<file path="src/rtl/ycbcr_mode_ctrl_pkg.sv">
// ---------------------------------------------------------------------------
// ycbcr_mode_ctrl_pkg
// Shared definitions for the YCbCr output mode controller:
//   - output mode encodings (bypass RGB, YCbCr, grey, binary)
//   - default converter latency
//   - controller FSM state encoding
// ---------------------------------------------------------------------------
package ycbcr_mode_ctrl_pkg;

    localparam int CONV_LAT_DEF = 7;
    localparam int PIX_W        = 24;

    typedef enum logic [1:0] {
        MODE_BYPASS = 2'd0,
        MODE_YCBCR  = 2'd1,
        MODE_GREY   = 2'd2,
        MODE_BIN    = 2'd3
    } mode_t;

    typedef enum logic [1:0] {
        ST_IDLE    = 2'd0,
        ST_PENDING = 2'd1,
        ST_RUN     = 2'd2
    } state_t;

endpackage

</file>
<file path="src/rtl/ycbcr_mode_ctrl_delayline.sv">
// ---------------------------------------------------------------------------
// ycbcr_mode_ctrl_delayline
// Fixed-length shift register delay for a bundle of N bits. Used to align the
// raw {de,hsync,vsync,pixel} stream with the converter output.
// Ports:
//   clk   in  1  clock
//   din   in  N  bundle in
//   dout  out N  bundle delayed by DELAY cycles (DELAY >= 1)
// Data-only path: no reset, contents flush naturally after DELAY cycles.
// ---------------------------------------------------------------------------
module ycbcr_mode_ctrl_delayline #(
    parameter int N     = 27,
    parameter int DELAY = 7
) (
    input  logic         clk,
    input  logic [N-1:0] din,
    output logic [N-1:0] dout
);

    logic [N-1:0] taps [DELAY];

    always_ff @(posedge clk) begin
        taps[0] <= din;
        for (int i = 1; i < DELAY; i++) begin
            taps[i] <= taps[i-1];
        end
    end

    assign dout = taps[DELAY-1];

endmodule

</file>
<file path="src/rtl/ycbcr_mode_ctrl.sv">
// ---------------------------------------------------------------------------
// ycbcr_mode_ctrl
// Frame-synchronous output mode controller behind the rgb2ycbcr converter.
// Per frame it selects bypass RGB, YCbCr, grey ({Y,Y,Y}) or binary
// (Y >= threshold -> white). Host configuration arrives on a valid/ready
// handshake, is held in a shadow register and only takes effect at a frame
// start (rising edge of conv_vsync), so a frame never mixes modes.
//
// Optional feature macro: YCM_STATS_EN
//   defined   -> line_len / frame_lines / frame_cnt status counters active
//   undefined -> counters omitted, status outputs tied to 0
//
// Ports:
//   clk, rst                      clock, synchronous active-high reset
//   hsync_in/vsync_in/de_in       raw stream timing (converter input timing)
//   pixel_in[23:0]                raw {R,G,B}
//   conv_hsync/vsync/de           converter timing, CONV_LAT after raw
//   conv_pixel[23:0]              converter {Y,Cb,Cr}
//   cfg_valid/cfg_ready           host config handshake
//   cfg_mode[1:0], cfg_thresh[7:0] requested mode and binary threshold
//   hsync_out/vsync_out/de_out    conv timing delayed by one cycle
//   pixel_out[23:0]               selected output pixel
//   active_mode[1:0]              mode in force for the current frame
//   frame_cnt[15:0]               frame starts since reset (wraps)
//   line_len[CNT_W-1:0]           de-high pixels in last complete line
//   frame_lines[CNT_W-1:0]        lines in last complete frame
// Latency input -> pixel_out is CONV_LAT+1 in every mode.
// ---------------------------------------------------------------------------
module ycbcr_mode_ctrl
    import ycbcr_mode_ctrl_pkg::*;
#(
    parameter int CONV_LAT = CONV_LAT_DEF,
    parameter int CNT_W    = 12
) (
    input  logic             clk,
    input  logic             rst,
    input  logic             hsync_in,
    input  logic             vsync_in,
    input  logic             de_in,
    input  logic [23:0]      pixel_in,
    input  logic             conv_hsync,
    input  logic             conv_vsync,
    input  logic             conv_de,
    input  logic [23:0]      conv_pixel,
    input  logic             cfg_valid,
    output logic             cfg_ready,
    input  logic [1:0]       cfg_mode,
    input  logic [7:0]       cfg_thresh,
    output logic             hsync_out,
    output logic             vsync_out,
    output logic             de_out,
    output logic [23:0]      pixel_out,
    output logic [1:0]       active_mode,
    output logic [15:0]      frame_cnt,
    output logic [CNT_W-1:0] line_len,
    output logic [CNT_W-1:0] frame_lines
);

    function automatic logic [23:0] mode_pixel(
        input mode_t       mode,
        input logic [23:0] rgb,
        input logic [23:0] ycc,
        input logic [7:0]  thresh
    );
        logic [7:0]  y;
        logic [23:0] res;
        y = ycc[23:16];
        case (mode)
            MODE_BYPASS: res = rgb;
            MODE_YCBCR:  res = ycc;
            MODE_GREY:   res = {y, y, y};
            MODE_BIN:    res = (y >= thresh) ? 24'hFFFFFF : 24'h000000;
            default:     res = rgb;
        endcase
        return res;
    endfunction

    // ---- bypass alignment: raw stream delayed to converter timing ----
    logic [26:0] dl_out;
    logic [23:0] rgb_p0;

    ycbcr_mode_ctrl_delayline #(
        .N     (27),
        .DELAY (CONV_LAT)
    ) u_delayline (
        .clk  (clk),
        .din  ({de_in, hsync_in, vsync_in, pixel_in}),
        .dout (dl_out)
    );

    assign rgb_p0 = dl_out[23:0];

    // Delayed raw timing is carried in the bundle but timing is taken from conv_*.
    logic unused_dl_timing;
    assign unused_dl_timing = ^dl_out[26:24];

    // ---- frame start detection ----
    logic vsync_p1;
    logic fs;

    always_ff @(posedge clk) begin
        if (rst) vsync_p1 <= 1'b0;
        else     vsync_p1 <= conv_vsync;
    end

    assign fs = conv_vsync & ~vsync_p1;

    // ---- config FSM ----
    state_t      state, state_nxt;
    logic        handshake;
    logic        apply;
    mode_t       shadow_mode, act_mode;
    logic [7:0]  shadow_thresh, act_thresh;
    mode_t       mode_now;
    logic [7:0]  thresh_now;

    always_ff @(posedge clk) begin
        if (rst) state <= ST_IDLE;
        else     state <= state_nxt;
    end

    always_comb begin
        state_nxt = state;
        cfg_ready = 1'b1;
        handshake = 1'b0;
        apply     = 1'b0;
        case (state)
            ST_IDLE, ST_RUN: begin
                handshake = cfg_valid;
                if (cfg_valid) state_nxt = ST_PENDING;
            end
            ST_PENDING: begin
                cfg_ready = 1'b0;
                // A handshake can only happen outside PENDING, so a config
                // arriving on an FS cycle waits for the following FS.
                if (fs) begin
                    apply     = 1'b1;
                    state_nxt = ST_RUN;
                end
            end
            default: state_nxt = ST_IDLE;
        endcase
    end

    always_ff @(posedge clk) begin
        if (rst) begin
            shadow_mode   <= MODE_BYPASS;
            shadow_thresh <= 8'd0;
            act_mode      <= MODE_BYPASS;
            act_thresh    <= 8'd0;
        end else begin
            if (handshake) begin
                shadow_mode   <= mode_t'(cfg_mode);
                shadow_thresh <= cfg_thresh;
            end
            if (apply) begin
                act_mode   <= shadow_mode;
                act_thresh <= shadow_thresh;
            end
        end
    end

    // The FS cycle itself already uses the newly applied mode.
    assign mode_now    = apply ? shadow_mode   : act_mode;
    assign thresh_now  = apply ? shadow_thresh : act_thresh;
    assign active_mode = act_mode;

    // ---- output register stage ----
    always_ff @(posedge clk) begin
        if (rst) begin
            hsync_out <= 1'b0;
            vsync_out <= 1'b0;
            de_out    <= 1'b0;
            pixel_out <= 24'd0;
        end else begin
            hsync_out <= conv_hsync;
            vsync_out <= conv_vsync;
            de_out    <= conv_de;
            pixel_out <= conv_de ? mode_pixel(mode_now, rgb_p0, conv_pixel, thresh_now)
                                 : 24'd0;
        end
    end

`ifdef YCM_STATS_EN
    // ---- status counters (saturating line/pixel counts, wrapping frame count) ----
    localparam logic [CNT_W-1:0] CNT_MAX = '1;
    localparam logic [CNT_W-1:0] CNT_ONE = {{(CNT_W-1){1'b0}}, 1'b1};

    logic             de_p1;
    logic             de_rise, de_fall;
    logic [CNT_W-1:0] pix_cnt, line_cnt;

    assign de_rise = conv_de & ~de_p1;
    assign de_fall = ~conv_de & de_p1;

    always_ff @(posedge clk) begin
        if (rst) begin
            de_p1       <= 1'b0;
            pix_cnt     <= '0;
            line_cnt    <= '0;
            line_len    <= '0;
            frame_lines <= '0;
            frame_cnt   <= 16'd0;
        end else begin
            de_p1 <= conv_de;

            if (de_fall) begin
                line_len <= pix_cnt;
                pix_cnt  <= '0;
            end else if (conv_de && pix_cnt != CNT_MAX) begin
                pix_cnt <= pix_cnt + CNT_ONE;
            end

            // A line starting on the FS cycle belongs to the new frame.
            if (fs) begin
                frame_lines <= line_cnt;
                line_cnt    <= de_rise ? CNT_ONE : '0;
                frame_cnt   <= frame_cnt + 16'd1;
            end else if (de_rise && line_cnt != CNT_MAX) begin
                line_cnt <= line_cnt + CNT_ONE;
            end
        end
    end
`else
    assign line_len    = '0;
    assign frame_lines = '0;
    assign frame_cnt   = 16'd0;
`endif

endmodule

</file>
<file path="config.mk">
export PLATFORM = sky130hd
export DESIGN_NAME = ycbcr_mode_ctrl
export DESIGN_NICKNAME = d
export VERILOG_FILES = /design/src/rtl/ycbcr_mode_ctrl_pkg.sv /design/src/rtl/ycbcr_mode_ctrl_delayline.sv /design/src/rtl/ycbcr_mode_ctrl.sv
export SDC_FILE = /design/constraint.sdc
export NUM_CORES = 1
export LEC_CHECK = 0
export ABC_AREA = 1
export ABC_CLOCK_PERIOD_IN_PS = 2650
export BUFFER_PORTS_ARGS = -buffer_cell sky130_fd_sc_hd__buf_4
export CORE_MARGIN = 8
export CORE_UTILIZATION = 52
export DETAILED_ROUTE_END_ITERATION = 8
export PLACE_DENSITY = 0.77
export SYNTH_ARGS = -nofsm -noshare
export SYNTH_HDL_FRONTEND = slang
export SYNTH_SLANG_ARGS = --single-unit
</file>
<file path="constraint.sdc">
create_clock -name clk -period 2.65 [get_ports clk]
set_clock_uncertainty 0.2 [all_clocks]
set_input_delay 0 -clock clk [delete_from_list [all_inputs] [get_ports clk]]
set_output_delay 0 -clock clk [all_outputs]
set_load 0.01 [all_outputs]
</file>
==> results of run 1 <==
## cells in the mapped netlist
| library cell | instances | share of area, % |
|---|---|---|
| sky130_fd_sc_hd__dfxtp_1 | 217 | 73 |
| sky130_fd_sc_hd__nand2_1 | 60 | 3.8 |
| sky130_fd_sc_hd__inv_1 | 49 | 3.1 |
| sky130_fd_sc_hd__buf_4 | 40 | 5.0 |
| sky130_fd_sc_hd__o21ai_0 | 29 | 2.4 |
| sky130_fd_sc_hd__a21oi_1 | 26 | 2.2 |
| sky130_fd_sc_hd__nand3_1 | 22 | 1.8 |
| sky130_fd_sc_hd__nor2_1 | 18 | 1.1 |
| sky130_fd_sc_hd__o21ai_1 | 12 | 1.0 |
| sky130_fd_sc_hd__ha_1 | 8 | 1.7 |
| sky130_fd_sc_hd__mux2i_1 | 7 | 1.2 |
| sky130_fd_sc_hd__clkbuf_1 | 6 | 0.38 |
| sky130_fd_sc_hd__nand2_4 | 5 | 0.94 |
| sky130_fd_sc_hd__buf_6 | 4 | 0.75 |
| sky130_fd_sc_hd__buf_2 | 3 | 0.25 |
| sky130_fd_sc_hd__inv_2 | 3 | 0.19 |
| sky130_fd_sc_hd__a211oi_1 | 2 | 0.25 |
| sky130_fd_sc_hd__nand2_2 | 2 | 0.21 |
| sky130_fd_sc_hd__nor2_4 | 2 | 0.38 |
| sky130_fd_sc_hd__conb_1 | 1 | 0.063 |
| sky130_fd_sc_hd__nand3b_1 | 1 | 0.13 |
| sky130_fd_sc_hd__nor2_2 | 1 | 0.10 |
| sky130_fd_sc_hd__nor2_8 | 1 | 0.33 |
| sky130_fd_sc_hd__o21a_1 | 1 | 0.13 |
## cell families after synthesis
logic type / after synthesis / synth area share [%]
AO/OA/AOI/OAI: 70 / 5.982
adder cells (fa/ha/maj): 8 / 1.673
buffers and inverters: 105 / 9.663
flip-flops: 217 / 72.62
multiplexers: 7 / 1.171
other: 1 / 0.06269
AND/OR/NAND/NOR: 112 / 8.827
## timing repair
action	in CTS	in global routing
hold endpoints to repair	73	0
gates resized for setup	0	3
hold buffers	107	0
setup endpoints to repair	0	16
## power groups by stage
| stage | logic [mW] | registers [mW] | clock network [mW] |
|---|---|---|---|
| 3_5_place_dp | 0.390 | 3.56 | 0 |
| 4_1_cts | 0.519 | 3.49 | 2.95 |
| 2_1_floorplan | 0.257 | 3.56 | 0 |
| 5_1_grt | 0.583 | 3.51 | 3.11 |
| 6_report | 0.531 | 3.49 | 2.89 |
| 3_3_place_gp | 0.381 | 3.56 | 0 |
## stage by stage
stage	cell area [sq um]	cells	power, mW	hold WS (ns)
2_1_floorplan	6128	559	3.819	-0.1723
3_3_place_gp	6630	743	3.938	-0.09522
3_5_place_dp	6630	743	3.953	-0.09438
4_1_cts	8394	886	6.959	0.1243
5_1_grt	8408	886	7.202	0.1266
6_report	8408	886	6.909	0.1215
## worst register-to-register path: stages, from the launching register on
cell                      delay, ns
sky130_fd_sc_hd__dfxtp_1       0.36
sky130_fd_sc_hd__inv_2         0.08
sky130_fd_sc_hd__nor2_8        0.13
sky130_fd_sc_hd__nand2_4       0.15
sky130_fd_sc_hd__mux2i_1       0.25
sky130_fd_sc_hd__ha_1          0.28
sky130_fd_sc_hd__nand2_1       0.10
sky130_fd_sc_hd__nor2_1        0.05
sky130_fd_sc_hd__nor2_1        0.08
sky130_fd_sc_hd__nand2_1       0.06
sky130_fd_sc_hd__nand2_1       0.06
sky130_fd_sc_hd__nand2_1       0.12
sky130_fd_sc_hd__nand2_8       0.18
sky130_fd_sc_hd__nand3_1       0.10
sky130_fd_sc_hd__nand2_1       0.07
sky130_fd_sc_hd__inv_1         0.05
## sequential cells by signal, summed over array words and instances (netlist names)
name	cells
u_delayline.taps	168
state	2
de_out	1
act_thresh	8
hsync_out	1
active_mode	2
shadow_mode	2
vsync_out	1
pixel_out	24
shadow_thresh	8
## worst paths after layout
kind | slack, ns | cells past startpoint | end | start
min reg2reg | 0.12 | 0 | u_delayline.taps[4][11]$_DFF_P_ | u_delayline.taps[3][11]$_DFF_P_
max reg2reg | 0.24 | 15 | pixel_out[1]$_SDFF_PP0_ | state[0]$_SDFFE_PP0P_
min | 0.12 | 0 | u_delayline.taps[4][11]$_DFF_P_ | u_delayline.taps[3][11]$_DFF_P_
max | 0.24 | 15 | pixel_out[1]$_SDFF_PP0_ | state[0]$_SDFFE_PP0P_
## layer usage
| layer | routed length (microns) | part of all wire, % | up-vias |
|---|---|---|---|
| li1 | - | - | 1965 |
| met1 | 4747 | 40 | 1691 |
| met2 | 6079 | 51 | 130 |
| met3 | 778 | 6.5 | 24 |
| met4 | 274 | 2.3 | 0 |
| met5 | 0 | 0 | - |
## cell type report
| cell class | instances | share of cell area (%) |
|---|---|---|
| Timing Repair Buffer | 201 | 21.13 |
| Sequential cell | 217 | 51.68 |
| Tap cell | 143 | 2.128 |
| Inverter | 52 | 2.321 |
| Clock buffer | 27 | 6.994 |
| Clock inverter | 9 | 1.250 |
| Multi-Input combinational cell | 237 | 14.49 |
==> flow_summary.html, run 1 <==
<table>
<tr><th>Metric</th><th>Value</th></tr>
<tr><th colspan="2">Final layout</th></tr>
<tr><td>Most common library cell in the layout ignoring fill and taps</td><td>sky130_fd_sc_hd__dfxtp_1</td></tr>
<tr><td>Final core occ</td><td>74.27%</td></tr>
<tr><td>Most frequent cells in the layout</td><td>sky130_fd_sc_hd__dfxtp_1, sky130_fd_sc_hd__dlygate4sd3_1, sky130_fd_sc_hd__buf_4</td></tr>
<tr><td>Area of the multi-input gates</td><td>1219 sq um</td></tr>
<tr><td>Area grow syn2layout</td><td>40.56%</td></tr>
<tr><td>Ant. Diodes</td><td>0</td></tr>
<tr><td>Number of nets in the finished design</td><td>804</td></tr>
<tr><td>Sequential Area</td><td>4345 sq um</td></tr>
<tr><td>Layout cell share with drive strength beyond 1</td><td>19.38%</td></tr>
<tr><td>Fillers</td><td>764</td></tr>
<tr><th colspan="2">Floorplanning</th></tr>
<tr><td>Die Wd</td><td>123.3 microns</td></tr>
<tr><td>Starting density of the core</td><td>52.84%</td></tr>
<tr><td>Top-Level Pins</td><td>137</td></tr>
<tr><td>Standard cell core area</td><td>11320 sq um</td></tr>
<tr><td>Vert. Die Dim</td><td>123.3 microns</td></tr>
<tr><td>Floorplan die area</td><td>15190 sq um</td></tr>
<tr><td>Row Count</td><td>39</td></tr>
<tr><th colspan="2">Placement</th></tr>
<tr><td>I/O Buffers</td><td>93</td></tr>
<tr><td>Place WS</td><td>0.1893 ns</td></tr>
<tr><td>Final weighted congestion in routability-driven placement</td><td>0.7820</td></tr>
<tr><td>Estimated wirelength of the detail-placed design</td><td>7.195 mm</td></tr>
<tr><th colspan="2">GRT</th></tr>
<tr><td>Global-route wire length before repair</td><td>19.15 mm</td></tr>
<tr><td>Overflow left after global routing</td><td>0</td></tr>
<tr><td>Initial antenna violation count</td><td>0</td></tr>
<tr><td>Number of global-route vias before repair</td><td>4044</td></tr>
<tr><td>Most used routing layer</td><td>met2</td></tr>
<tr><td>Met3 layer usage reported by global route</td><td>3.470%</td></tr>
<tr><td>Largest net degree at the start of global routing</td><td>26</td></tr>
<tr><td>Global routing usage on met2</td><td>28.73%</td></tr>
<tr><td>Global-route track usage on met1</td><td>17.65%</td></tr>
<tr><td>Global router's overall resource usage</td><td>15.68%</td></tr>
<tr><th colspan="2">Setup path</th></tr>
<tr><td>Delay of the slowest critical-path stage</td><td>0.36 ns</td></tr>
<tr><td>Most frequent CP cell</td><td>sky130_fd_sc_hd__nand2_1</td></tr>
<tr><td>Worst path buffer plus inverter count</td><td>2</td></tr>
<tr><td>Type of origin of the critical path</td><td>register</td></tr>
<tr><td>CP cell instances</td><td>inv_2, nor2_8, nand2_4, mux2i_1, ha_1, nand2_1, nor2_1, nor2_1, nand2_1, nand2_1, nand2_1, nand2_8, nand3_1, nand2_1, inv_1</td></tr>
<tr><td>Cell family with the largest share of critical-path delay</td><td>simple AND/OR/NAND/NOR gates</td></tr>
<tr><td>Worst path required time</td><td>2.82 ns</td></tr>
<tr><td>CP arrival</td><td>2.58 ns</td></tr>
<tr><td>Endpoint class of the critical path</td><td>register</td></tr>
<tr><td>Slowest cell on crit path</td><td>sky130_fd_sc_hd__dfxtp_1</td></tr>
<tr><td>Setup CP Type</td><td>reg -&gt; reg</td></tr>
<tr><td>Peak fanout along the critical path</td><td>24</td></tr>
<tr><th colspan="2">Timing</th></tr>
<tr><td>Final worst path period share</td><td>91.04%</td></tr>
<tr><td>Setup TNS</td><td>0 ns</td></tr>
<tr><td>Max Transition Viols Final</td><td>0</td></tr>
<tr><td>Endpoints failing hold</td><td>0</td></tr>
<tr><td>Worst Slack Setup Final</td><td>0.2375 ns</td></tr>
<tr><td>Final critical delay including setup and external delays</td><td>2.412 ns</td></tr>
<tr><td>Fmax</td><td>414.5 MHz</td></tr>
<tr><td>Final number of setup-violating endpoints</td><td>0</td></tr>
<tr><th colspan="2">Power and ir drop</th></tr>
<tr><td>Clock network fraction of total power</td><td>41.8%</td></tr>
<tr><td>Switching power share of the total</td><td>20.81%</td></tr>
<tr><td>Power per unit of standard cell area</td><td>821.7 nW/um^2</td></tr>
<tr><td>Worst voltage drop across the vdd grid</td><td>0.5804 mV</td></tr>
<tr><td>Total internal power</td><td>5.471 mW</td></tr>
<tr><td>Cell leakage power</td><td>4.005 nW</td></tr>
<tr><td>Switching power of the nets</td><td>1.438 mW</td></tr>
<tr><td>Part of the total power dissipated in sequential elements</td><td>50.5%</td></tr>
<tr><td>Logic gate share of total power</td><td>7.7%</td></tr>
<tr><th colspan="2">Yosys</th></tr>
<tr><td>Number of distinct library cells after synthesis</td><td>24</td></tr>
<tr><td>YS warnings</td><td>0</td></tr>
<tr><td>Post-synthesis cell count</td><td>520</td></tr>
<tr><td>Synthesized area per cell</td><td>11.50 sq um</td></tr>
<tr><td>Number of register bits inferred by synthesis</td><td>217</td></tr>
<tr><td>Post-synthesis instance area</td><td>5982 sq um</td></tr>
<tr><td>Sequential fraction of the synthesis area</td><td>72.62%</td></tr>
<tr><th colspan="2">Route</th></tr>
<tr><td>Routed wirelength normalized by instance count</td><td>13.41 microns</td></tr>
<tr><td>Aggregate routed wire length</td><td>11.88 mm</td></tr>
<tr><td>Vias per cell</td><td>4.300</td></tr>
<tr><td>Total vias in the final route</td><td>3810</td></tr>
<tr><td>Detailed router's first-iteration violation count</td><td>215</td></tr>
<tr><td>Residual DRC count</td><td>0</td></tr>
<tr><td>Number of nets with antenna violations after detailed routing</td><td>0</td></tr>
<tr><td>Pre-antenna DRT Iters</td><td>4</td></tr>
<tr><th colspan="2">Clocking</th></tr>
<tr><td>H-tree depth</td><td>1</td></tr>
<tr><td>Clock Tree Buf Depth</td><td>3</td></tr>
<tr><td>Clock sink count</td><td>217</td></tr>
<tr><td>Post-CTS setup buffer count</td><td>0</td></tr>
<tr><td>Worst-Skew Late Latency</td><td>0.47 ns</td></tr>
<tr><td>TritonCTS clock tree</td><td>built</td></tr>
<tr><td>Cts bufs inserted</td><td>20</td></tr>
<tr><td>Root buffer cell</td><td>sky130_fd_sc_hd__clkbuf_16</td></tr>
<tr><td>Register clock-pin slew on the reported worst setup and hold paths</td><td>0.06 ns</td></tr>
<tr><th colspan="2">Hold path</th></tr>
<tr><td>Hold Crit Class</td><td>reg -&gt; reg</td></tr>
<tr><th colspan="2">Outcome</th></tr>
<tr><td>Status</td><td>finished clean</td></tr>
<tr><th colspan="2">Run</th></tr>
<tr><td>Count of max-cap constraint violations</td><td>0</td></tr>
</table>
Power figures use the tool's default switching activity.
==> inputs of run 2 (changes only) <==
--- a/config.mk
+++ b/config.mk
@@ -5,13 +5,13 @@
 export SDC_FILE = /design/constraint.sdc
 export NUM_CORES = 1
 export LEC_CHECK = 0
-export ABC_AREA = 1
+export ABC_AREA = 0
 export ABC_CLOCK_PERIOD_IN_PS = 2650
 export BUFFER_PORTS_ARGS = -buffer_cell sky130_fd_sc_hd__buf_4
 export CORE_MARGIN = 8
-export CORE_UTILIZATION = 52
+export CORE_UTILIZATION = 51
 export DETAILED_ROUTE_END_ITERATION = 8
-export PLACE_DENSITY = 0.77
+export PLACE_DENSITY = 0.76
 export SYNTH_ARGS = -nofsm -noshare
 export SYNTH_HDL_FRONTEND = slang
 export SYNTH_SLANG_ARGS = --single-unit
==> run 2 against run 1 <==
- the flow now finishes with violations (setup timing)
- via count is 2.1% lower
- core utilization is 0.97 points higher
- design area is 2.1% lower
- final cell count is 10% lower
- global-route usage is 0.49 points higher
- synthesized cell count is 18% lower
- critical path depth is 8 lower
- total power is 3.9% lower
- non-clock buffer count is 6 higher
- first-iteration DRC count is 33% higher
- critical endpoint is now pixel_out[0]$_SDFF_PP0_
- largest power group unchanged
==> flow_summary.html, run 2 <==
<table>
<tr><th>Metric</th><th>Value</th></tr>
<tr><th colspan="2">Outcome</th></tr>
<tr><td>Status</td><td>finished with violations</td></tr>
<tr><td>Violated checks</td><td>setup timing</td></tr>
<tr><th colspan="2">Setup path</th></tr>
<tr><td>Worst path required time</td><td>2.79 ns (-0.03 ns)</td></tr>
<tr><td>R2R Setup Slk</td><td>-0.12 ns (-0.36 ns)</td></tr>
<tr><td>CP arrival</td><td>2.92 ns (+0.34 ns)</td></tr>
<tr><td>Peak fanout along the critical path</td><td>16 (-33%)</td></tr>
<tr><td>Slowest cell on crit path</td><td>sky130_fd_sc_hd__a2111o_1</td></tr>
<tr><td>CP cell instances</td><td>and4bb_4, mux2i_1, ha_1, a2111o_1, a221oi_4, buf_12, nor3_1</td></tr>
<tr><td>Startpoint of the worst-slack reg-to-reg timing path</td><td>state[1]$_SDFFE_PP0P_</td></tr>
<tr><td>Cell family with the largest share of critical-path delay</td><td>compound AO/OA/AOI/OAI gates</td></tr>
<tr><td>Endpoint class of the critical path</td><td>register</td></tr>
<tr><td>Worst path buffer plus inverter count</td><td>1 (-1)</td></tr>
<tr><td>Delay of the slowest critical-path stage</td><td>0.47 ns (+0.11 ns)</td></tr>
<tr><td>Worst R2R Path Depth</td><td>7 (-8)</td></tr>
<tr><td>Setup CP Type</td><td>reg -&gt; reg</td></tr>
<tr><td>Type of origin of the critical path</td><td>register</td></tr>
<tr><td>Worst reg2reg path endpoint</td><td>pixel_out[0]$_SDFF_PP0_</td></tr>
<tr><th colspan="2">GRT</th></tr>
<tr><td>Initial antenna violation count</td><td>0 (unchanged)</td></tr>
<tr><td>Global-route track usage on met1</td><td>16.80% (-0.84 points)</td></tr>
<tr><td>Largest net degree at the start of global routing</td><td>26 (unchanged)</td></tr>
<tr><td>Most used routing layer</td><td>met2</td></tr>
<tr><td>Global routing usage on met2</td><td>29.96% (+1.2 points)</td></tr>
<tr><td>Global-route wire length before repair</td><td>19.15 mm (about the same)</td></tr>
<tr><td>Global router's overall resource usage</td><td>16.17% (+0.49 points)</td></tr>
<tr><td>Met3 layer usage reported by global route</td><td>3.841% (+0.37 points)</td></tr>
<tr><td>Overflow left after global routing</td><td>0 (unchanged)</td></tr>
<tr><td>Number of global-route vias before repair</td><td>3903 (-3.5%)</td></tr>
<tr><th colspan="2">Clocking</th></tr>
<tr><td>Cts bufs inserted</td><td>20 (unchanged)</td></tr>
<tr><td>Clock sink count</td><td>217 (unchanged)</td></tr>
<tr><td>Worst-Skew Late Latency</td><td>0.47 ns (about the same)</td></tr>
<tr><td>Root buffer cell</td><td>sky130_fd_sc_hd__clkbuf_16</td></tr>
<tr><td>H-tree depth</td><td>1 (unchanged)</td></tr>
<tr><td>Clock Tree Buf Depth</td><td>3 (unchanged)</td></tr>
<tr><td>Post-CTS setup buffer count</td><td>0 (unchanged)</td></tr>
<tr><td>Register clock-pin slew on the reported worst setup and hold paths</td><td>0.07 ns (about the same)</td></tr>
<tr><td>TritonCTS clock tree</td><td>built</td></tr>
<tr><th colspan="2">Final layout</th></tr>
<tr><td>Final core occ</td><td>75.24% (+0.97 points)</td></tr>
<tr><td>Number of nets in the finished design</td><td>718 (-11%)</td></tr>
<tr><td>Largest register by flop count</td><td>u_delayline.taps</td></tr>
<tr><td>Layout Cell Area excl Fill</td><td>8228 sq um (-2.1%)</td></tr>
<tr><td>Area of the multi-input gates</td><td>1217 sq um (-0.10%)</td></tr>
<tr><td>Fillers</td><td>596 (-22%)</td></tr>
<tr><td>Most frequent cells in the layout</td><td>sky130_fd_sc_hd__dfxtp_1, sky130_fd_sc_hd__dlygate4sd3_1, sky130_fd_sc_hd__buf_4</td></tr>
<tr><td>Area grow syn2layout</td><td>43.36%</td></tr>
<tr><td>Largest registers in the final layout</td><td>u_delayline.taps x168, pixel_out x24</td></tr>
<tr><td>Ant. Diodes</td><td>0 (unchanged)</td></tr>
<tr><td>Flip-flop count of the largest register, all copies and words added</td><td>168 (unchanged)</td></tr>
<tr><td>Filler-free cell count of the finished design</td><td>795 (-10%)</td></tr>
<tr><td>Sequential Area</td><td>4345 sq um (unchanged)</td></tr>
<tr><td>Most common library cell in the layout ignoring fill and taps</td><td>sky130_fd_sc_hd__dfxtp_1</td></tr>
<tr><td>Layout cell share with drive strength beyond 1</td><td>21.07% (+1.7 points)</td></tr>
<tr><th colspan="2">Yosys</th></tr>
<tr><td>Post-synthesis cell count</td><td>425 (-18%)</td></tr>
<tr><td>Number of distinct library cells after synthesis</td><td>31 (+29%)</td></tr>
<tr><td>Most instantiated library cell after synthesis</td><td>sky130_fd_sc_hd__dfxtp_1</td></tr>
<tr><td>Largest cells by area after synthesis</td><td>sky130_fd_sc_hd__dfxtp_1, sky130_fd_sc_hd__buf_4, sky130_fd_sc_hd__o22ai_1</td></tr>
<tr><td>YS warnings</td><td>0 (unchanged)</td></tr>
<tr><td>Cell type with the highest aggregate area in the netlist</td><td>sky130_fd_sc_hd__dfxtp_1</td></tr>
<tr><td>Synthesized area per cell</td><td>13.50 sq um (+17%)</td></tr>
<tr><td>Post-synthesis instance area</td><td>5739 sq um (-4.1%)</td></tr>
<tr><td>Post-synth top area share</td><td>75.69% (+3.1 points)</td></tr>
<tr><td>Number of register bits inferred by synthesis</td><td>217 (unchanged)</td></tr>
<tr><td>Sequential fraction of the synthesis area</td><td>75.69% (+3.1 points)</td></tr>
<tr><td>Number of synthesized flops with an enable pin</td><td>0 (unchanged)</td></tr>
<tr><td>Top cell types by occurrence after synthesis</td><td>sky130_fd_sc_hd__dfxtp_1, sky130_fd_sc_hd__buf_4, sky130_fd_sc_hd__o22ai_1</td></tr>
<tr><td>Prevailing post-synth register cell</td><td>sky130_fd_sc_hd__dfxtp_1</td></tr>
<tr><td>Async set-or-reset flop fraction in the synthesized netlist</td><td>0% (unchanged)</td></tr>
<tr><th colspan="2">Placement</th></tr>
<tr><td># placed instances</td><td>652 (-12%)</td></tr>
<tr><td>Place WS</td><td>-0.1633 ns (-0.3526 ns)</td></tr>
<tr><td>I/O Buffers</td><td>93 (unchanged)</td></tr>
<tr><td>Placed Instance Area</td><td>6475 sq um (-2.3%)</td></tr>
<tr><td>Estimated wirelength of the detail-placed design</td><td>6.776 mm (-5.8%)</td></tr>
<tr><td>Final weighted congestion in routability-driven placement</td><td>0.8372 (+7.1%)</td></tr>
<tr><th colspan="2">Hold path</th></tr>
<tr><td>Worst hold path depth</td><td>0 (unchanged)</td></tr>
<tr><td>Hold Crit Class</td><td>reg -&gt; reg</td></tr>
<tr><td>Hold worst-path end</td><td>u_delayline.taps[3][6]$_DFF_P_</td></tr>
<tr><td>Startpoint of the most critical hold path</td><td>u_delayline.taps[2][6]$_DFF_P_</td></tr>
<tr><th colspan="2">Route</th></tr>
<tr><td>Aggregate routed wire length</td><td>12.64 mm (+6.4%)</td></tr>
<tr><td>Detailed router's first-iteration violation count</td><td>285 (+33%)</td></tr>
<tr><td>Total vias in the final route</td><td>3729 (-2.1%)</td></tr>
<tr><td>Pre-antenna DRT Iters</td><td>5 (+1)</td></tr>
<tr><td>Routed wirelength normalized by instance count</td><td>15.90 microns (+19%)</td></tr>
<tr><td>Vias per cell</td><td>4.691 (+9.1%)</td></tr>
<tr><td>Number of nets with antenna violations after detailed routing</td><td>0 (unchanged)</td></tr>
<tr><td>Residual DRC count</td><td>0 (unchanged)</td></tr>
<tr><th colspan="2">Power and ir drop</th></tr>
<tr><td>Logic gate share of total power</td><td>6.6% (-1.1 points)</td></tr>
<tr><td>Total internal power</td><td>5.317 mW (-2.8%)</td></tr>
<tr><td>Final Total Pwr</td><td>6.642 mW (-3.9%)</td></tr>
<tr><td>Power per unit of standard cell area</td><td>807.3 nW/um^2 (-1.8%)</td></tr>
<tr><td>Clock network fraction of total power</td><td>40.9% (-0.9 points)</td></tr>
<tr><td>Switching power of the nets</td><td>1.325 mW (-7.8%)</td></tr>
<tr><td>Worst voltage drop across the vdd grid</td><td>0.6053 mV (+4.3%)</td></tr>
<tr><td>Cell leakage power</td><td>3.580 nW (-11%)</td></tr>
<tr><td>Part of the total power dissipated in sequential elements</td><td>52.5% (+2.0 points)</td></tr>
<tr><td>Switching power share of the total</td><td>19.95% (-0.86 points)</td></tr>
<tr><th colspan="2">Timing</th></tr>
<tr><td>Slew @ Worst Pin</td><td>0.5312 ns</td></tr>
<tr><td>Worst Slack Setup Final</td><td>-0.1242 ns (-0.3617 ns)</td></tr>
<tr><td>Setup TNS</td><td>-1.539 ns (-1.539 ns)</td></tr>
<tr><td>Worst Hold Slack</td><td>0.1191 ns (-0.002456 ns)</td></tr>
<tr><td>Final worst path period share</td><td>104.7% (+14 points)</td></tr>
<tr><td>Final number of setup-violating endpoints</td><td>16 (+16)</td></tr>
<tr><td>Max Transition Viols Final</td><td>0 (unchanged)</td></tr>
<tr><td>Fmax</td><td>360.5 MHz (-13%)</td></tr>
<tr><td>Unrepaired setup endpoints after global routing</td><td>true</td></tr>
<tr><td>Headroom to the max-slew limit</td><td>63.58%</td></tr>
<tr><td>Final critical delay including setup and external delays</td><td>2.774 ns (+0.3617 ns)</td></tr>
<tr><td>Endpoints failing hold</td><td>0 (unchanged)</td></tr>
<tr><th colspan="2">Floorplanning</th></tr>
<tr><td>Starting density of the core</td><td>52.48% (-0.36 points)</td></tr>
<tr><td>Floorplan die area</td><td>14900 sq um (-1.9%)</td></tr>
<tr><td>Vert. Die Dim</td><td>122.1 microns (-0.95%)</td></tr>
<tr><td>Die Wd</td><td>122.1 microns (-0.95%)</td></tr>
<tr><td>Row Count</td><td>38 (-2.6%)</td></tr>
<tr><td>Standard cell core area</td><td>10940 sq um (-3.4%)</td></tr>
<tr><td>Top-Level Pins</td><td>137 (unchanged)</td></tr>
<tr><th colspan="2">Run</th></tr>
<tr><td>Count of max-cap constraint violations</td><td>0 (unchanged)</td></tr>
</table>
-- run 2: cell types whose count changed after synthesis, sizes merged, moves of 11 or more --
cell | previous run | this run
nand2 | 67 | 21
inv | 52 | 3
nand3 | 22 | 1
a21oi | 26 | 15
o22ai | 0 | 24
nor3 | 0 | 16
o21ai | 41 | 11
-- run 2: how the worst max path moves through the flow --
stage                                     start                        to  cells past startpoint
final                     state[1]$_SDFFE_PP0P_   pixel_out[0]$_SDFF_PP0_                      7
after global routing      state[1]$_SDFFE_PP0P_   pixel_out[0]$_SDFF_PP0_                      7
after CTS                 state[1]$_SDFFE_PP0P_   pixel_out[0]$_SDFF_PP0_                      8
after detailed placement   vsync_out$_SDFF_PP0_   pixel_out[8]$_SDFF_PP0_                      9
after global placement    state[1]$_SDFFE_PP0P_  pixel_out[14]$_SDFF_PP0_                      8
after floorplan            vsync_out$_SDFF_PP0_  pixel_out[15]$_SDFF_PP0_                      9
-- run 2: routing by layer --
layer | vias up | part of all wire (%)
li1 | 1781 | -
met4 | 0 | 3.9
met1 | 1686 | 37
met5 | - | 0
met2 | 217 | 51
met3 | 45 | 8.2
-- run 2: worst register-to-register path, delay by kind of cell, from the launching register on --
kind	cells	cell delay [ns]
AOI/OAI and AO/OA	2	0.83
adders and majority gates	1	0.31
buffers and inverters	1	0.19
DFF	1	0.32
muxes	1	0.34
and+or+nand+nor	2	0.48
-- run 2: power groups by stage --
stage / Combinational (mW) / Sequential (mW) / Clock [mW]
4_1_cts: 0.415 / 3.49 / 2.75
3_5_place_dp: 0.283 / 3.55 / 0
3_3_place_gp: 0.274 / 3.55 / 0
2_1_floorplan: 0.180 / 3.54 / 0
5_1_grt: 0.469 / 3.50 / 2.92
6_report: 0.440 / 3.49 / 2.72
-- run 2: cell families after synthesis --
| kind of cell | count (synthesis) | share of synthesized area (%) |
|---|---|---|
| buffers and inverters | 53 | 6.409 |
| other | 1 | 0.06534 |
| xor gates and xnor gates | 2 | 0.3053 |
| adders and majority gates | 8 | 1.744 |
| and+or+nand+nor | 68 | 5.908 |
| muxes | 15 | 3.161 |
| DFF | 217 | 75.69 |
| AOI/OAI and AO/OA | 61 | 6.715 |
-- run 2: final cells by class --
type	count	area share, %
Clock buffer	32	7.254
Clock inverter	2	0.4258
Tap cell	140	2.129
Sequential cell	217	52.81
Inverter	3	0.1369
Multi-Input combinational cell	194	14.80
Timing Repair Buffer	207	22.45
-- run 2: what timing repair did --
item	in CTS	in global routing
hold endpoints to repair	73	0
gates resized for setup	5	4
endpoints found under the setup margin	24	29
cloned	0	0
pin swaps	1	0
hold buffers	109	0
==> inputs of run 3 (changes only) <==
--- a/config.mk
+++ b/config.mk
@@ -9,9 +9,8 @@
 export ABC_CLOCK_PERIOD_IN_PS = 2650
 export BUFFER_PORTS_ARGS = -buffer_cell sky130_fd_sc_hd__buf_4
 export CORE_MARGIN = 8
-export CORE_UTILIZATION = 51
+export CORE_UTILIZATION = 35
 export DETAILED_ROUTE_END_ITERATION = 8
-export PLACE_DENSITY = 0.76
 export SYNTH_ARGS = -nofsm -noshare
 export SYNTH_HDL_FRONTEND = slang
 export SYNTH_SLANG_ARGS = --single-unit
==> run 3 against run 2 <==
- the flow still finishes with violations (setup timing)
- worst setup slack better by 0.10 ns
- count of clock-buffer cells in the layout decreased by 3
- non-clock buffer count up 2
- core utilization down 23 points
- wire length fell by 8.9%
- maximum frequency up 3.9%
- final cell count up 11%
- first-iteration DRC count fell by 38%
- sequential power hardly changed
- combinational power down 2%
==> flow_summary.html, run 3 (synthesized netlist as in run 2, its figures left out) <==
<table>
<tr><th>Metric</th><th>Value</th></tr>
<tr><th colspan="2">Final layout</th></tr>
<tr><td>Most common library cell in the layout ignoring fill and taps</td><td>sky130_fd_sc_hd__dfxtp_1</td></tr>
<tr><td>Final core occ</td><td>51.96% (-23 points)</td></tr>
<tr><td>Most frequent cells in the layout</td><td>sky130_fd_sc_hd__dfxtp_1, sky130_fd_sc_hd__dlygate4sd3_1, sky130_fd_sc_hd__buf_4</td></tr>
<tr><td>Layout Cell Area excl Fill</td><td>8464 sq um (+2.9%)</td></tr>
<tr><td>Fillers</td><td>1379 (+130%)</td></tr>
<tr><td>Area grow syn2layout</td><td>47.48%</td></tr>
<tr><td>Flip-flop count of the largest register, all copies and words added</td><td>168 (unchanged)</td></tr>
<tr><td>Number of nets in the finished design</td><td>722 (+0.56%)</td></tr>
<tr><td>Largest registers in the final layout</td><td>u_delayline.taps x168, pixel_out x24</td></tr>
<tr><td>Layout cell share with drive strength beyond 1</td><td>22.69% (+1.6 points)</td></tr>
<tr><td>Largest register by flop count</td><td>u_delayline.taps</td></tr>
<tr><td>Ant. Diodes</td><td>0 (unchanged)</td></tr>
<tr><th colspan="2">Clocking</th></tr>
<tr><td>Root buffer cell</td><td>sky130_fd_sc_hd__clkbuf_16</td></tr>
<tr><td>Register clock-pin slew on the reported worst setup and hold paths</td><td>0.06 ns (about the same)</td></tr>
<tr><td>Clock Tree Buf Depth</td><td>3 (unchanged)</td></tr>
<tr><td>H-tree depth</td><td>1 (unchanged)</td></tr>
<tr><td>Worst-Skew Late Latency</td><td>0.49 ns (+0.02 ns)</td></tr>
<tr><td>TritonCTS clock tree</td><td>built</td></tr>
<tr><td>Clock sink count</td><td>217 (unchanged)</td></tr>
<tr><td>Cts bufs inserted</td><td>22 (+10%)</td></tr>
<tr><th colspan="2">Power and ir drop</th></tr>
<tr><td>Final Total Pwr</td><td>7.068 mW (+6.4%)</td></tr>
<tr><td>Total internal power</td><td>5.664 mW (+6.5%)</td></tr>
<tr><td>Clock network fraction of total power</td><td>44.7% (+3.8 points)</td></tr>
<tr><td>Switching power share of the total</td><td>19.86% (-0.090 points)</td></tr>
<tr><td>Cell leakage power</td><td>3.661 nW (+2.3%)</td></tr>
<tr><td>Worst voltage drop across the vdd grid</td><td>0.5148 mV (-15%)</td></tr>
<tr><td>Power per unit of standard cell area</td><td>835.1 nW/um^2 (+3.4%)</td></tr>
<tr><td>Logic gate share of total power</td><td>6.1% (-0.5 points)</td></tr>
<tr><td>Switching power of the nets</td><td>1.404 mW (+5.9%)</td></tr>
<tr><td>Part of the total power dissipated in sequential elements</td><td>49.2% (-3.3 points)</td></tr>
<tr><th colspan="2">Placement</th></tr>
<tr><td>Estimated wirelength of the detail-placed design</td><td>7.401 mm (+9.2%)</td></tr>
<tr><td>Place WS</td><td>-0.06717 ns (+0.09613 ns)</td></tr>
<tr><td>I/O Buffers</td><td>93 (unchanged)</td></tr>
<tr><td>Final weighted congestion in routability-driven placement</td><td>0.7999 (-4.5%)</td></tr>
<tr><td>Placed Instance Area</td><td>6590 sq um (+1.8%)</td></tr>
<tr><th colspan="2">Setup path</th></tr>
<tr><td>R2R Setup Slk</td><td>-0.02 ns (+0.10 ns)</td></tr>
<tr><td>Setup CP Type</td><td>reg -&gt; reg</td></tr>
<tr><td>CP arrival</td><td>2.83 ns (-0.09 ns)</td></tr>
<tr><td>Worst reg2reg path endpoint</td><td>pixel_out[13]$_SDFF_PP0_</td></tr>
<tr><td>Worst R2R Path Depth</td><td>8 (+1)</td></tr>
<tr><td>Peak fanout along the critical path</td><td>16 (unchanged)</td></tr>
<tr><td>Delay of the slowest critical-path stage</td><td>0.40 ns (-0.07 ns)</td></tr>
<tr><td>Worst path required time</td><td>2.81 ns (+0.02 ns)</td></tr>
<tr><td>Startpoint of the worst-slack reg-to-reg timing path</td><td>vsync_out$_SDFF_PP0_</td></tr>
<tr><td>Endpoint class of the critical path</td><td>register</td></tr>
<tr><td>Slowest cell on crit path</td><td>sky130_fd_sc_hd__a2111o_1</td></tr>
<tr><td>CP cell instances</td><td>and4bb_2, mux2_4, ha_4, nand2b_4, a2111o_1, a221oi_4, buf_12, nor3_1</td></tr>
<tr><td>Cell family with the largest share of critical-path delay</td><td>compound AO/OA/AOI/OAI gates</td></tr>
<tr><td>Type of origin of the critical path</td><td>register</td></tr>
<tr><td>Start point of the critical path</td><td>vsync_out$_SDFF_PP0_</td></tr>
<tr><td>Cell depth of the worst setup path</td><td>8 (+1)</td></tr>
<tr><td>Worst Setup EP</td><td>pixel_out[13]$_SDFF_PP0_</td></tr>
<tr><td>Worst path buffer plus inverter count</td><td>1 (unchanged)</td></tr>
<tr><th colspan="2">Route</th></tr>
<tr><td>Vias per cell</td><td>4.049 (-14%)</td></tr>
<tr><td>Detailed router's first-iteration violation count</td><td>176 (-38%)</td></tr>
<tr><td>Total vias in the final route</td><td>3567 (-4.3%)</td></tr>
<tr><td>Routed wirelength normalized by instance count</td><td>13.07 microns (-18%)</td></tr>
<tr><td>Aggregate routed wire length</td><td>11.52 mm (-8.9%)</td></tr>
<tr><td>Number of nets with antenna violations after detailed routing</td><td>0 (unchanged)</td></tr>
<tr><td>Pre-antenna DRT Iters</td><td>4 (-1)</td></tr>
<tr><td>Residual DRC count</td><td>0 (unchanged)</td></tr>
<tr><th colspan="2">Outcome</th></tr>
<tr><td>Violated checks</td><td>setup timing</td></tr>
<tr><td>Status</td><td>finished with violations</td></tr>
<tr><th colspan="2">GRT</th></tr>
<tr><td>Initial antenna violation count</td><td>0 (unchanged)</td></tr>
<tr><td>Number of global-route vias before repair</td><td>3631 (-7.0%)</td></tr>
<tr><td>Global-route wire length before repair</td><td>18.09 mm (-5.5%)</td></tr>
<tr><td>Largest net degree at the start of global routing</td><td>26 (unchanged)</td></tr>
<tr><td>Global router's overall resource usage</td><td>11.02% (-5.1 points)</td></tr>
<tr><td>Overflow left after global routing</td><td>0 (unchanged)</td></tr>
<tr><th colspan="2">Floorplanning</th></tr>
<tr><td>Standard cell core area</td><td>16290 sq um (+49%)</td></tr>
<tr><td>Row Count</td><td>47 (+24%)</td></tr>
<tr><td>Top-Level Pins</td><td>137 (unchanged)</td></tr>
<tr><td>Floorplan die area</td><td>20750 sq um (+39%)</td></tr>
<tr><td>Vert. Die Dim</td><td>144.1 microns (+18%)</td></tr>
<tr><td>Die Wd</td><td>144.1 microns (+18%)</td></tr>
<tr><td>Starting density of the core</td><td>35.23% (-17 points)</td></tr>
<tr><th colspan="2">Timing</th></tr>
<tr><td>Unrepaired setup endpoints after global routing</td><td>true</td></tr>
<tr><td>Worst Slack Setup Final</td><td>-0.02131 ns (+0.1029 ns)</td></tr>
<tr><td>Max Transition Viols Final</td><td>0 (unchanged)</td></tr>
<tr><td>Final critical delay including setup and external delays</td><td>2.671 ns (-0.1029 ns)</td></tr>
<tr><td>Final worst path period share</td><td>100.8% (-3.9 points)</td></tr>
<tr><td>Endpoints failing hold</td><td>0 (unchanged)</td></tr>
<tr><td>Headroom to the max-slew limit</td><td>65.55% (+2.0 points)</td></tr>
<tr><td>Slew @ Worst Pin</td><td>0.5060 ns (-0.02520 ns)</td></tr>
<tr><td>Fmax</td><td>374.3 MHz (+3.9%)</td></tr>
<tr><td>Final number of setup-violating endpoints</td><td>15 (-1)</td></tr>
<tr><th colspan="2">Hold path</th></tr>
<tr><td>Hold Crit Class</td><td>reg -&gt; reg</td></tr>
<tr><td>Startpoint of the most critical hold path</td><td>u_delayline.taps[2][17]$_DFF_P_</td></tr>
<tr><th colspan="2">Run</th></tr>
<tr><td>Count of max-cap constraint violations</td><td>0 (unchanged)</td></tr>
</table>
[run 3: worst register-to-register path, cell delays in order (launching register included)]
cell                       delay [ns]
sky130_fd_sc_hd__dfxtp_2         0.31
sky130_fd_sc_hd__and4bb_2        0.36
sky130_fd_sc_hd__mux2_4          0.33
sky130_fd_sc_hd__ha_4            0.21
sky130_fd_sc_hd__nand2b_4        0.13
sky130_fd_sc_hd__a2111o_1        0.40
sky130_fd_sc_hd__a221oi_4        0.35
sky130_fd_sc_hd__buf_12          0.19
sky130_fd_sc_hd__nor3_1          0.06
[run 3: power groups by stage]
stage	Sequential (mW)	Clock (mW)	Combinational, mW
6_report	3.48	3.16	0.429
5_1_grt	3.49	3.41	0.464
4_1_cts	3.48	3.25	0.421
3_5_place_dp	3.55	0	0.292
3_3_place_gp	3.55	0	0.284
2_1_floorplan	3.54	0	0.180
[run 3: worst min path at each step]
stage,slack (ns),endpoint,depth (start not counted)
after global placement,-0.1,u_delayline.taps[0][13]$_DFF_P_,1
after floorplan,-0.17,u_delayline.taps[0][0]$_DFF_P_,0
after detailed placement,-0.09,u_delayline.taps[0][13]$_DFF_P_,1
final,0.12,u_delayline.taps[3][17]$_DFF_P_,0
after CTS,0.12,u_delayline.taps[3][21]$_DFF_P_,0
after global routing,0.13,u_delayline.taps[1][17]$_DFF_P_,0
[run 3: area by class of cell]
cell class | instances | area (sq um) | area share (%)
Clock buffer | 29 | 636.9 | 7.524
Tap cell | 220 | 275.3 | 3.252
Sequential cell | 217 | 4345 | 51.34
Timing Repair Buffer | 209 | 1854 | 21.91
Inverter | 3 | 11.26 | 0.1330
Clock inverter | 9 | 136.4 | 1.611
Multi-Input combinational cell | 194 | 1205 | 14.24
[run 3: stage by stage]
step | instances | setup TNS, ns | hold slack (ns)
final | 881 | -0.2041 | 0.1226
after global routing | 881 | -1.285 | 0.1282
after CTS | 881 | -0.4193 | 0.1229
after detailed placement | 734 | -0.9435 | -0.09438
after global placement | 734 | -0.2800 | -0.09570
after floorplan | 464 | -1.265 | -0.1723
[run 3: timing repair]
item	4_1_cts	5_1_grt
hold buffers	109	0
gates resized for setup	2	1
pin swaps	2	0
buffers inserted	0	0
endpoints found under the setup margin	16	26
hold endpoints to repair	73	0
[run 3: per-layer routing]
metal | wire, microns | track usage [%] | up-vias
li1 | - | - | 1792
met1 | 4648 | 12.64 | 1602
met2 | 5575 | 18.88 | 137
met3 | 841 | 2.674 | 36
met4 | 451 | 5.423 | 0
met5 | 0 | 0 | -
